<file path="config.mk">
export PLATFORM = sky130hd
export DESIGN_NAME = alu_pipe
export DESIGN_NICKNAME = d
export VERILOG_FILES = /design/src/rtl/alu_pkg.sv /design/src/rtl/alu_core.sv /design/src/rtl/alu_pipe.sv
export SDC_FILE = /design/constraint.sdc
export NUM_CORES = 1
export LEC_CHECK = 0
export BUFFER_PORTS_ARGS = -buffer_cell sky130_fd_sc_hd__buf_2
export CORE_MARGIN = 2
export CORE_UTILIZATION = 40
export DETAILED_ROUTE_END_ITERATION = 16
export PLACE_DENSITY = 0.64
export SLEW_MARGIN = 20
export SYNTH_ARGS = -nofsm -noshare
export SYNTH_HDL_FRONTEND = slang
export SYNTH_SLANG_ARGS = --single-unit
</file>
<file path="constraint.sdc">
create_clock -name clk -period 9.8 [get_ports clk]
set_clock_uncertainty 0.15 [all_clocks]
set_input_delay 0.98 -clock clk [delete_from_list [all_inputs] [get_ports clk]]
set_output_delay 0.98 -clock clk [all_outputs]
set_load 0.1 [all_outputs]
</file>
<file path="src/rtl/alu_pkg.sv">
// alu_pkg: shared opcode, flag types and helpers
// for the pipelined execute-stage ALU.
package alu_pkg;

   typedef enum logic [3:0] {
      OP_ADD  = 4'd0,
      OP_SUB  = 4'd1,
      OP_NAND = 4'd2,
      OP_XOR  = 4'd3,
      OP_INC  = 4'd4,
      OP_SRA  = 4'd5,
      OP_SRL  = 4'd6,
      OP_SLL  = 4'd7,
      OP_LW   = 4'd8,
      OP_SW   = 4'd9,
      OP_LHB  = 4'd10,
      OP_LLB  = 4'd11,
      OP_R12  = 4'd12,
      OP_R13  = 4'd13,
      OP_R14  = 4'd14,
      OP_R15  = 4'd15
   } op_t;

   typedef struct packed {
      logic n;
      logic z;
      logic v;
   } flags_t;

   function automatic logic op_sets_flags(op_t op);
      return (op <= OP_INC);
   endfunction

endpackage

</file>
<file path="src/rtl/alu_core.sv">
// alu_core: combinational datapath mapping
// (op, a, b) to result, flags and flag-update enable.
module alu_core
   import alu_pkg::*;
#(
   parameter int WIDTH = 16,
   parameter int SHW   = $clog2(WIDTH)
) (
   input  op_t              op,
   input  logic [WIDTH-1:0] a,
   input  logic [WIDTH-1:0] b,
   output logic [WIDTH-1:0] result,
   output flags_t           flags,
   output logic             fupd
);

   localparam int H = WIDTH / 2;
   localparam int M = WIDTH - 1;

   logic [SHW-1:0]   sh;
   logic [WIDTH-1:0] sum;
   logic [WIDTH-1:0] dif;
   logic             ovf_add;
   logic             ovf_sub;

   assign sh  = b[SHW-1:0];
   assign sum = a + b;
   assign dif = a - b;

   assign ovf_add = (a[M] == b[M]) && (sum[M] != a[M]);
   assign ovf_sub = (a[M] != b[M]) && (dif[M] != a[M]);

   // Result mux; reserved opcodes yield zero.
   always_comb begin
      result = '0;
      case (op)
         OP_ADD, OP_INC,
         OP_LW, OP_SW: result = sum;
         OP_SUB:       result = dif;
         OP_NAND:      result = ~(a & b);
         OP_XOR:       result = a ^ b;
         OP_SRA:       result = WIDTH'($signed(a) >>> sh);
         OP_SRL:       result = a >> sh;
         OP_SLL:       result = a << sh;
         OP_LHB:       result = {b[H-1:0], a[H-1:0]};
         OP_LLB:       result = {{(WIDTH-H){b[H-1]}}, b[H-1:0]};
         default:      result = '0;
      endcase
   end

   // Flags; overflow only meaningful for add/sub class.
   always_comb begin
      flags.n = result[M];
      flags.z = (result == '0);
      flags.v = 1'b0;
      unique case (1'b1)
         (op == OP_ADD),
         (op == OP_INC): flags.v = ovf_add;
         (op == OP_SUB): flags.v = ovf_sub;
         default:        flags.v = 1'b0;
      endcase
   end

   assign fupd = op_sets_flags(op);

endmodule

</file>
<file path="src/rtl/alu_pipe.sv">
// alu_pipe: two-stage pipelined ALU with valid/ready
// handshakes, flush and a committed N/Z/V register.
module alu_pipe
   import alu_pkg::*;
#(
   parameter int WIDTH = 16,
   parameter int SHW   = $clog2(WIDTH)
) (
   input  logic             clk,
   input  logic             rst_n,
   input  logic             flush,
   input  logic             in_valid,
   output logic             in_ready,
   input  logic [3:0]       op,
   input  logic [WIDTH-1:0] a,
   input  logic [WIDTH-1:0] b,
   output logic             out_valid,
   input  logic             out_ready,
   output logic [WIDTH-1:0] result,
   output logic             flag_n,
   output logic             flag_z,
   output logic             flag_v
);

   logic             s1_valid;
   op_t              s1_op;
   logic [WIDTH-1:0] s1_a;
   logic [WIDTH-1:0] s1_b;

   logic             s2_valid;
   logic [WIDTH-1:0] s2_result;
   flags_t           s2_flags;
   logic             s2_fupd;

   logic [WIDTH-1:0] c_result;
   flags_t           c_flags;
   logic             c_fupd;

   flags_t           flags_q;

   logic             s2_load;
   logic             s1_load;
   logic             retire;

   assign s2_load  = !s2_valid || out_ready;
   assign s1_load  = !s1_valid || s2_load;
   assign in_ready = s1_load && !flush;
   assign retire   = s2_valid && out_ready && !flush;

   alu_core #(
      .WIDTH (WIDTH),
      .SHW   (SHW)
   ) u_core (
      .op     (s1_op),
      .a      (s1_a),
      .b      (s1_b),
      .result (c_result),
      .flags  (c_flags),
      .fupd   (c_fupd)
   );

   // S1 operand latch; flush drops any incoming op.
   always_ff @(posedge clk or negedge rst_n) begin
      if (!rst_n) begin
         s1_valid <= 1'b0;
         s1_op    <= OP_ADD;
         s1_a     <= '0;
         s1_b     <= '0;
      end else if (flush) begin
         s1_valid <= 1'b0;
      end else if (s1_load) begin
         s1_valid <= in_valid;
         if (in_valid) begin
            s1_op <= op_t'(op);
            s1_a  <= a;
            s1_b  <= b;
         end
      end
   end

   // S2 result register; holds while stalled.
   always_ff @(posedge clk or negedge rst_n) begin
      if (!rst_n) begin
         s2_valid  <= 1'b0;
         s2_result <= '0;
         s2_flags  <= '0;
         s2_fupd   <= 1'b0;
      end else if (flush) begin
         s2_valid <= 1'b0;
      end else if (s2_load) begin
         s2_valid <= s1_valid;
         if (s1_valid) begin
            s2_result <= c_result;
            s2_flags  <= c_flags;
            s2_fupd   <= c_fupd;
         end
      end
   end

   // Commit flags from the retiring S2 entry.
   always_ff @(posedge clk or negedge rst_n) begin
      if (!rst_n) begin
         flags_q <= '0;
      end else if (retire && s2_fupd) begin
         flags_q <= s2_flags;
      end
   end

   assign out_valid = s2_valid;
   assign result    = s2_result;
   assign flag_n    = flags_q.n;
   assign flag_z    = flags_q.z;
   assign flag_v    = flags_q.v;

endmodule

</file>
# Yosys cells after proc, flatten, opt, wreduce, memory -nomap -nowiden
# Cells that the tools add are included.
[totals]
ff_bits = 61
output_inout_bits = 21
[classes]
addsub = 2
magnitude_cmp = 1
n_eq_ne = 15
shifts = 3
n_mux = 6
bitwise = 4
n_reduce_logical = 19
[op_table]
columns = ["op", "n"]
rows = [
  ["16-bit one-hot mux with 9 select lines", 1],
  ["16-bit adder", 1],
  ["16-bit bitwise AND", 1],
  ["4-bit by 3-bit equality test with 1-bit output, second input constant", 4],
  ["4-bit equality test, second input constant", 4],
  ["16-bit logical NOT", 1],
  ["16-bit NOT", 1],
  ["16-bit by 4-bit << shifter with 16-bit output", 1],
  ["16-bit by 4-bit >> shifter with 16-bit output", 1],
  ["16-bit by 4-bit >>> shifter with 16-bit output", 1],
  ["16-bit subtractor", 1],
  ["16-bit XOR", 1],
  ["4-bit by 2-bit equality test with 1-bit output, second input constant", 2],
  ["1-bit logical AND", 6],
  ["3-bit AND reduction", 2],
  ["4-bit by 1-bit equality test with 1-bit output, second input constant", 1],
  ["4-bit by 3-bit less-or-equal comparator with 1-bit output, second input constant", 1],
  ["4-bit logical NOT", 1],
  ["1-bit 2-to-1 mux", 4],
  ["2-bit nonzero test", 2],
  ["4-bit OR reduction", 1],
  ["1-bit logical NOT", 3],
  ["1-bit inequality test", 3],
  ["1-bit logical OR", 2],
  ["other kinds (4)", 4],
]

# Logic depth before layout (Yosys ltp)
[depth]
word_depth = 5
depth_mapped = 15
ltp_nobuf = 12

# Cells and area by module
# From an unflattened synthesis, not the netlist that was laid out.
[unflattened]
cells_unflattened = 723
area_unflattened_um2 = 6557.5
[modules_own_cells]
columns = ["module", "instances", "cells_per_inst", "area_each_um2", "seq_area_each_um2"]
rows = [
  ["alu_core", 1, 587, 4252.8, 0.0],
  ["alu_pipe", 1, 136, 2304.7, 1526.5],
]

# Worst setup path before layout
# Ideal clock, no wire load.
[synth_path]
path_kind = "register to register"
from = "reg s1_b[1]"
to = "reg s2_flags[1] in the netlist's numbering"
setup_time_ns = 0.080
t_arrival_ns = 3.892
path_slack_ns = 5.678
stages_incl_launch_ff = 15
path_cell_list = "dfrtp_1 -> buf_2 -> inv_2 -> clkbuf_1 -> buf_1 -> ha_1 -> nand2b_1 -> a211o_1 -> a31o_2 -> o31ai_1 -> mux2_1 -> a2111oi_0 -> o21ai_0 -> or4_1 -> o22ai_2"
[synth_via]
elab_chain_len = 4
elab_cells_between_ends = 10
[synth_lines]
columns = ["item", "line", "text"]
rows = [
  ["start, declared", "alu_pipe.sv:28", "logic [WIDTH-1:0] s1_b;"],
  ["start signal, assigned", "alu_pipe.sv:68", "s1_b <= '0;"],
  ["start signal, assigned", "alu_pipe.sv:76", "s1_b <= b;"],
  ["branches (longest 2 deep; another with 16-bit subtractor)", "--", ""],
  ["16-bit one-hot mux with 9 select lines *", "alu_core.sv:36", "case (op)"],
  ["16-bit logical NOT *", "alu_core.sv:54", "flags.z = (result == '0);"],
  ["end signal, assigned", "alu_pipe.sv:94", "s2_flags <= c_flags;"],
  ["end, declared", "alu_pipe.sv:32", "flags_t s2_flags;"],
]
# Every way passes the cells marked *.
# A chain may end at the register's enable or synchronous reset.

# Final worst setup path
[layout_path]
from = "reg s1_b[3]"
to = "reg s2_flags[1] in the netlist's numbering"
# Same word-level chain as after synthesis.

==> run_results.csv <==
group,metric,value,unit
die,fp-row-count,46,
cts,numCtsBuffers,9,
sta,setup_slack,5274,ps
critical_path,worstPathArrival,4640,ps
cts,clock_latency,340,ps
route,routed_wl,20.58,mm
route,drtIter0Drc,656,
critical_path,cp_max_fo,18,
flow_run,maxCapViolCount,0,
die,coreArea,15830,um^2
outcome,status,"finished, final reports clean",
cts,cts_hold_buf,0,
synthesis,synth_edf_count,0,
critical_path,crit_cells,10,
grt,grt_pass1_wl,32.55,mm
pwr,power.total,1.692,mW
critical_path,start_kind,"flop",
sta,tns,0,ps
min_path,hp-class,"flop to flop",
cts,cts-root-buf,"clkbuf_16",
sta,fmax,220.9,MHz
sta,hold_viol,0,
grt,grt_max_degree,61,
die,die_h,130.8,um
sta,worstMarginPinSlew,965.0,ps
sta,drv_slew,0,
finish,area.sequential,1503,um^2
critical_path,slowest_delay,730,ps
pwr,ir_worst_vdd,0.1440,mV
die,die_w,130.8,um
sta,max-slew-margin-rel,0.3475,
cts,cts_setup_buffers,0,
critical_path,cp_top_family,"compound AO/OA/AOI/OAI gates",
finish,n_antenna_cell,0,
critical_path,crit_chain,"clkinv_1 -> ha_1 -> a211o_1 -> a31o_2 -> o31ai_1 -> mux2_1 -> a2111oi_0 -> o21ai_0 -> or4_1 -> o22ai_2",
place,place_hpwl,15.22,mm
grt,grt_usage,0.2485,
sta,rsz0062_at_grt,"no",
synthesis,seq_area_frac_synth,0.2333,
grt,grt_overflow_total,0,
critical_path,path_buf_inv,1,
finish,layout_common_cells,"66 x nand2_1, 61 x buf_2, 59 x dfrtp_1",
grt,antenna_found_initial,0,
route,drc,0,
sta,finalCriticalPeriod,4526,ps
route,vias,6031,
die,io_pins,62,
finish,multi_input_area,4516,um^2
critical_path,required,9910,ps
sta,finalSetupViolCount,0,
pwr,p_leak,3.041,nW
route,first_pass_iters,5,
cts,clkSinkCount,60,
synthesis,synth_seq_cells,60,
pwr,power_density,238.4,nW/um^2
die,die_area,17120,um^2
cts,path_clk_slew,50,ps
finish,area_growth,10.29,%
critical_path,endpoint,"s2_flags[1]$_DFFE_PN0P_",
place,io_buffers,61,
cts,cts_tree,"done",
critical_path,r2r-end,"s2_flags[1]$_DFFE_PN0P_",
route,wire_per_inst,21.41,um
cts,cts_resized,0,
finish,layout_commonest_cell,"nand2_1",
critical_path,endpoint_kind,"flop",
critical_path,crit_start,"s1_b[3]$_DFFE_PN0P_",
route,vias_per_cell,6.276,
critical_path,r2r-start,"s1_b[3]$_DFFE_PN0P_",
place,place.gp.congestion,0.9951,
finish,fill_cells,1567,
synthesis,avgSynthCellArea,8.925,um^2
route,ant_nets,0,
sta,finalCritPeriodShare,0.4618,
synthesis,netlist_instances,721,
critical_path,reg2regPathDepth,10,
grt,grt_pass1_vias,5533,
synthesis,synth_async_sr_flop_share,1.000,
place,place_ws,5521,ps
synthesis,yosysWarningCount,0,
synthesis,synth.distinct_cells,88,
finish,nets,815,
die,initial_core_util,0.4066,
sta,hold_ws,302.6,ps
cts,htree_levels,3,
cts,cts_buffer_depth,2,
synthesis,synth.cell_area,6435,um^2
synthesis,synth_ff_type,"dfrtp_1",
critical_path,slowest_stage,"dfrtp_1",
synthesis,syn_nets,796,
finish,layout-drive-gt1-share,0.2322,
critical_path,rrSetupSlack,5270,ps
critical_path,crit_type,"flop to flop",
[area by class of cell]
| type | instances | area share |
|---|---|---|
| clock buffer | 12 | 0.03614 |
| clock inverter | 4 | 0.006700 |
| sequential | 60 | 0.2117 |
| tap | 216 | 0.03808 |
| multi-input combinational | 563 | 0.6363 |
| timing repair buffer | 69 | 0.05148 |
| inverter | 37 | 0.01957 |
[worst register-to-register path, stage by stage (launching register included)]
cell and delay (ps):
dfrtp_1 730, clkinv_1 460, ha_1 500, a211o_1 300, a31o_2 250, o31ai_1 250, mux2_1 340, a2111oi_0 660
o21ai_0 250, or4_1 460, o22ai_2 100
[Yosys cell counts, drive strengths merged, types with 17 or more instances]
library cell | n | area [um^2]
mux4 | 28 | 630.6
dfrtp | 60 | 1501
buf | 26 | 158.9
inv | 36 | 135.1
mux2 | 50 | 566.8
nor2 | 45 | 168.9
nand3 | 17 | 85.08
o21ai | 27 | 135.1
clkbuf | 35 | 131.4
nor2b | 17 | 106.4
mux2i | 26 | 260.3
ha | 32 | 400.4
nand2 | 66 | 247.7
a21oi | 36 | 180.2
[power breakdown]
part	internal, mW	switching, mW
combinational	0.328	0.653
clock	0.210	0.116
sequential	0.302	0.0824
[state kept, by name, indices dropped and copies added, names as in the netlist]
register	flops
out_valid	1
s2_flags	2
s1_valid	1
s2_fupd	1
flag_n	1
s1_op	4
flag_z	1
result	16
s1_a	16
flag_v	1
s1_b	16
[metrics by stage]
step                      instances  cell area, um^2    util
final                           961             7097  0.4484
after global routing            961             7097  0.4484
after CTS                       961             7097  0.4484
after detailed placement        945             6793  0.4292
after global placement          945             6793  0.4292
after floorplan                 721             6435       -
[kinds of logic after synthesis]
| group | share of synthesized area |
|---|---|
| compound gates | 0.2117 |
| flops | 0.2333 |
| simple gates | 0.1837 |
| mux | 0.2265 |
| fa+ha+maj | 0.06844 |
| buf+inv | 0.06669 |
| xor+xnor | 0.009528 |
[worst min path at each step]
| stage | startpoint | end | slack [ps] | cells past startpoint |
|---|---|---|---|---|
| floorplan | s2_fupd$_DFFE_PN0P_ | s2_fupd$_DFFE_PN0P_ | 300 | 2 |
| global placement | result[14]$_DFFE_PN0P_ | result[14]$_DFFE_PN0P_ | 300 | 2 |
| detailed placement | result[14]$_DFFE_PN0P_ | result[14]$_DFFE_PN0P_ | 300 | 2 |
| CTS | result[14]$_DFFE_PN0P_ | result[14]$_DFFE_PN0P_ | 310 | 2 |
| global route | result[14]$_DFFE_PN0P_ | result[14]$_DFFE_PN0P_ | 330 | 2 |
| finish | result[14]$_DFFE_PN0P_ | result[14]$_DFFE_PN0P_ | 300 | 2 |
[layer usage]
layer / share of wire / routed length [um] / track usage / vias up
li1: - / - / - / 2772
met1: 0.45 / 9206 / 0.3663 / 2928
met2: 0.44 / 9114 / 0.3753 / 293
met3: 0.082 / 1695 / 0.03990 / 38
met4: 0.027 / 563 / 0.07322 / 0
met5: 0 / 0 / 0 / -
Power figures use the tool's default switching activity.
